==> config.mk <==
export PLATFORM = sky130hd
export DESIGN_NAME = uart_tx
export DESIGN_NICKNAME = d
export VERILOG_FILES = /design/src/rtl/uart_tx.sv
export SDC_FILE = /design/constraint.sdc
export NUM_CORES = 1
export LEC_CHECK = 0
export ABC_AREA = 1
export CAP_MARGIN = 40
export CORE_MARGIN = 4
export CORE_UTILIZATION = 40
export DETAILED_ROUTE_END_ITERATION = 8
export PLACE_DENSITY = 0.66
export SLEW_MARGIN = 5
export SYNTH_ARGS = -nofsm -noshare
export SYNTH_HDL_FRONTEND = slang
export SYNTH_SLANG_ARGS = --single-unit
==> constraint.sdc <==
create_clock -name i_clk -period 4.4 [get_ports i_clk]
set_input_delay 0.44 -clock i_clk [delete_from_list [all_inputs] [get_ports i_clk]]
set_output_delay 0.44 -clock i_clk [all_outputs]
set_load 0.01 [all_outputs]
==> src/rtl/uart_tx.sv <==
// rtl/uart_tx.sv - UART transmitter, 16x tick, LSB first; optional even parity bit via UART_TX_PARITY_EN
module uart_tx #(
  parameter int NB_BITS = 8,
  parameter int SB_TICK = 16
) (
  input  logic               i_clk,
  input  logic               i_rst,
  input  logic               i_tick,
  input  logic               i_tx_start,
  input  logic [NB_BITS-1:0] i_data,
  output logic               o_tx,
  output logic               o_tx_done,
  output logic               o_busy
);

  localparam int            BW       = (NB_BITS > 1) ? $clog2(NB_BITS) : 1;
  localparam logic [BW-1:0] LAST_BIT = BW'(NB_BITS - 1);
  localparam logic [4:0]    BIT_END  = 5'd15;
  localparam logic [4:0]    STOP_END = 5'(SB_TICK - 1);

  localparam logic [2:0] IDLE   = 3'd0;
  localparam logic [2:0] START  = 3'd1;
  localparam logic [2:0] DATA   = 3'd2;
  localparam logic [2:0] STOP   = 3'd3;
`ifdef UART_TX_PARITY_EN
  localparam logic [2:0] PARITY = 3'd4;

  logic parity_q, parity_d;
`endif

  logic [2:0]         state_q, state_d;
  logic [4:0]         tick_q, tick_d;
  logic [BW-1:0]      bit_q, bit_d;
  logic [NB_BITS-1:0] shift_q, shift_d;
  logic               tx_q, tx_d;
  logic               done_q, done_d;

  always_comb begin
    state_d = state_q;
    tick_d  = tick_q;
    bit_d   = bit_q;
    shift_d = shift_q;
    done_d  = 1'b0;
`ifdef UART_TX_PARITY_EN
    parity_d = parity_q;
`endif
    case (state_q)
      IDLE: begin
        if (i_tx_start) begin
          shift_d = i_data;
          tick_d  = '0;
          state_d = START;
`ifdef UART_TX_PARITY_EN
          parity_d = ^i_data;
`endif
        end
      end
      START: begin
        if (i_tick) begin
          if (tick_q == BIT_END) begin
            tick_d  = '0;
            bit_d   = '0;
            state_d = DATA;
          end else begin
            tick_d = tick_q + 5'd1;
          end
        end
      end
      DATA: begin
        if (i_tick) begin
          if (tick_q == BIT_END) begin
            tick_d  = '0;
            shift_d = shift_q >> 1;
            if (bit_q == LAST_BIT) begin
`ifdef UART_TX_PARITY_EN
              state_d = PARITY;
`else
              state_d = STOP;
`endif
            end else begin
              bit_d = bit_q + 1'b1;
            end
          end else begin
            tick_d = tick_q + 5'd1;
          end
        end
      end
`ifdef UART_TX_PARITY_EN
      PARITY: begin
        if (i_tick) begin
          if (tick_q == BIT_END) begin
            tick_d  = '0;
            state_d = STOP;
          end else begin
            tick_d = tick_q + 5'd1;
          end
        end
      end
`endif
      STOP: begin
        if (i_tick) begin
          if (tick_q == STOP_END) begin
            tick_d  = '0;
            state_d = IDLE;
            done_d  = 1'b1;
          end else begin
            tick_d = tick_q + 5'd1;
          end
        end
      end
      default: state_d = IDLE;
    endcase

    // Line level is decoded from the next state so o_tx can be a plain flop.
    tx_d = 1'b1;
    case (state_d)
      START:   tx_d = 1'b0;
      DATA:    tx_d = shift_d[0];
`ifdef UART_TX_PARITY_EN
      PARITY:  tx_d = parity_d;
`endif
      default: tx_d = 1'b1;
    endcase
  end

  always_ff @(posedge i_clk) begin
    if (i_rst) begin
      state_q <= IDLE;
      tick_q  <= '0;
      bit_q   <= '0;
      shift_q <= '0;
      tx_q    <= 1'b1;
      done_q  <= 1'b0;
`ifdef UART_TX_PARITY_EN
      parity_q <= 1'b0;
`endif
    end else begin
      state_q <= state_d;
      tick_q  <= tick_d;
      bit_q   <= bit_d;
      shift_q <= shift_d;
      tx_q    <= tx_d;
      done_q  <= done_d;
`ifdef UART_TX_PARITY_EN
      parity_q <= parity_d;
`endif
    end
  end

  assign o_tx      = tx_q;
  assign o_tx_done = done_q;
  assign o_busy    = (state_q != IDLE);

endmodule

==> run_results.csv <==
group,metric,value,unit
setup_path,reg2regPathDepth,8,
final_layout,num_antenna_cells,0,
setup_path,critPathArrivalTime,1.54,ns
final_layout,mostFrequentLayoutCell,"nand2_1",
final_layout,layout_common_cells,"nand2_1, nor2_1, dfxtp_1",
sta,rsz0062_at_grt,"false",
yosys,syn-mean-instance-area,6.994,µm²
route,wire_per_inst,10.40,µm
setup_path,cp-start-kind,"flip-flop",
yosys,ys_top_cells_by_area,"dfxtp_1, nand2_1, nor2_1",
sta,setup_tns,0,ns
setup_path,r2r_end,"bit_q[2]",
power,totalPowerFinal,0.0003365,W
setup_path,reg2reg_from,"tick_q[0]",
sta,slew_viol_final,0,
floorplan,num_rows,18,
sta,setup_ws,2.416,ns
final_layout,nets,189,
clocking,ctsHoldBuffers,0,
setup_path,endpoint,"o_busy",
power,peakVddDrop,0.1835,mV
floorplan,coreArea,2545,µm²
power,p_leak,0.5556,nW
route,drc,0,
place,dp_hpwl,1695,µm
floorplan,initial_core_util,42.87,%
yosys,synth.distinct_cells,25,
route,viasPerCell,4.906,
yosys,synth_nets,171,
final_layout,final_cells,203,
grt,grt_max_degree,12,
setup_path,cp-startpoint,"state_q[0]",
clocking,root_buffer,"clkbuf_4",
sta,finalCritPeriodShare,45.08,%
clocking,cts-resized-gates,0,
place,place_inst,199,
route,vias,996,
route,wl,2111,µm
sta,finalClockSkew,0.006627,ns
place,dpl_worst_slack,2.484,ns
route,dr.first_iter.drc_count,29,
grt,grt.overflow.total,0,
setup_path,worst-r2r-setup-slack,2.78,ns
clocking,clk_path_buf_depth,2,
clocking,clock_sinks,21,
setup_path,cp_max_fo,6,
floorplan,die_y,60.23,µm
min_path,hold_class,"reg2reg",
clocking,h-tree-depth,1,
grt,groute.usage.overall,13.59,%
power,power_density,260.6,nW/µm²
route,dr.pass1.iters,4,
floorplan,die-area,3627,µm²
run_status,outcome,"complete, no violations",
place,io_buffer_count,14,
clocking,clock_latency,0.30,ns
final_layout,seqCellArea,420.4,µm²
sta,fmax,504.1,MHz
final_layout,multi_input_area,588.1,µm²
grt,grt_pass1_wl,3726,µm
grt,grt_pass1_vias,905,
final_layout,drive_gt1_share,9.827,%
yosys,syn_area,1091,µm²
yosys,synth-seq-cells,21,
route,ant_nets,0,
setup_path,crit_required,3.96,ns
yosys,yosysTopAreaCellShare,38.53,%
final_layout,fillers,261,
run,cap_violations,0,
grt,grt_antenna_before_repair,0,
floorplan,io_pins,15,
clocking,post_cts_buffers,0,
final_layout,area_growth,18.35,%
yosys,postSynthCellCount,156,
sta,fin_hold_ws,0.4655,ns
sta,period_needed,1.984,ns
clocking,tritoncts,"yes",
floorplan,die_w,60.23,µm
yosys,synth_top_area_cell,"dfxtp_1",
setup_path,crit_type,"reg2out",
setup_path,end_kind,"output port",
yosys,ys_seq_area_share,38.53,%
sta,setup_viol,0,
clocking,cts_buffers,3,
clocking,cts.clk_slew.worst_paths,0.12,ns
place,place_congestion,0.8543,
yosys,ys_warn_count,0,
sta,finalHoldViolCount,0,
[synthesized netlist by cell type]
cell / number
a21oi_1: 5
nand3_1: 8
o21ai_2: 2
o21bai_1: 2
a21oi_4: 1
conb_1: 1
inv_2: 3
ha_1: 3
nor2_1: 21
nand3_2: 2
nand4_1: 1
o21ai_1: 2
o21ai_0: 5
dfxtp_1: 21
clkbuf_1: 1
nor2_2: 1
nor2_4: 3
nand2_4: 1
a31oi_1: 8
nor3_1: 2
inv_1: 18
o211ai_1: 1
nor3_2: 1
or2_0: 1
nand2_1: 42
[sequential cells by signal, summed over array words and instances (netlist names)]
signal     count
shift_q        8
tick_q         5
bit_q          3
state_q        3
o_tx           1
o_tx_done      1
[per-layer routing]
layer | GRT usage (%) | share of wire (%) | vias up
li1 | - | - | 536
met1 | 16.12 | 47 | 438
met4 | 6.646 | 1.4 | 0
met5 | 0 | 0 | -
met2 | 23.61 | 48 | 18
met3 | 1.944 | 4.3 | 4
[layout make-up]
class | instances | area share (%)
multi-input cells | 113 | 45.54
flip-flops and latches | 21 | 32.56
clock buffers | 4 | 2.035
inverters | 21 | 6.105
repair buffers | 14 | 10.85
well taps | 30 | 2.907
[cell families (layout without fill, tap and decap cells)]
group,Yosys count,count (layout),share of synthesized area [%]
other,1,1,0.3437
AO/OA/AOI/OAI,26,26,15.25
buffers and inverters,22,39,7.568
flip-flops,21,21,38.53
AND/OR/NAND/NOR,83,83,34.86
adder cells (fa/ha/maj),3,3,3.441
[stage by stage]
step	instance area, µm²	utilization [%]
2_1_floorplan	1091	-
3_3_place_gp	1265	49.71
3_5_place_dp	1265	49.71
4_1_cts	1291	50.74
5_1_grt	1291	50.74
6_report	1291	50.74
[worst min-delay path by stage]
stage,startpoint,end,slack [ns],cells after the start
2_1_floorplan,tick_q[4],tick_q[4],0.43,2
3_3_place_gp,tick_q[4],tick_q[4],0.45,2
3_5_place_dp,tick_q[4],tick_q[4],0.46,2
4_1_cts,shift_q[7],shift_q[7],0.47,2
5_1_grt,tick_q[4],tick_q[4],0.48,2
6_report,shift_q[7],shift_q[7],0.47,2
[critical path, stage by stage, from the launching register on]
cell and delay, ns:
dfxtp_1 0.45, inv_2 0.11, nand3_2 0.13, clkdlybuf4s50_1 0.55
[where the power goes]
part           switching [W]  internal, W
clock network      0.0000578    0.0000354
registers         0.00000416     0.000196
logic              0.0000224    0.0000205
total              0.0000843     0.000252
(Power assumes the default switching activity.)
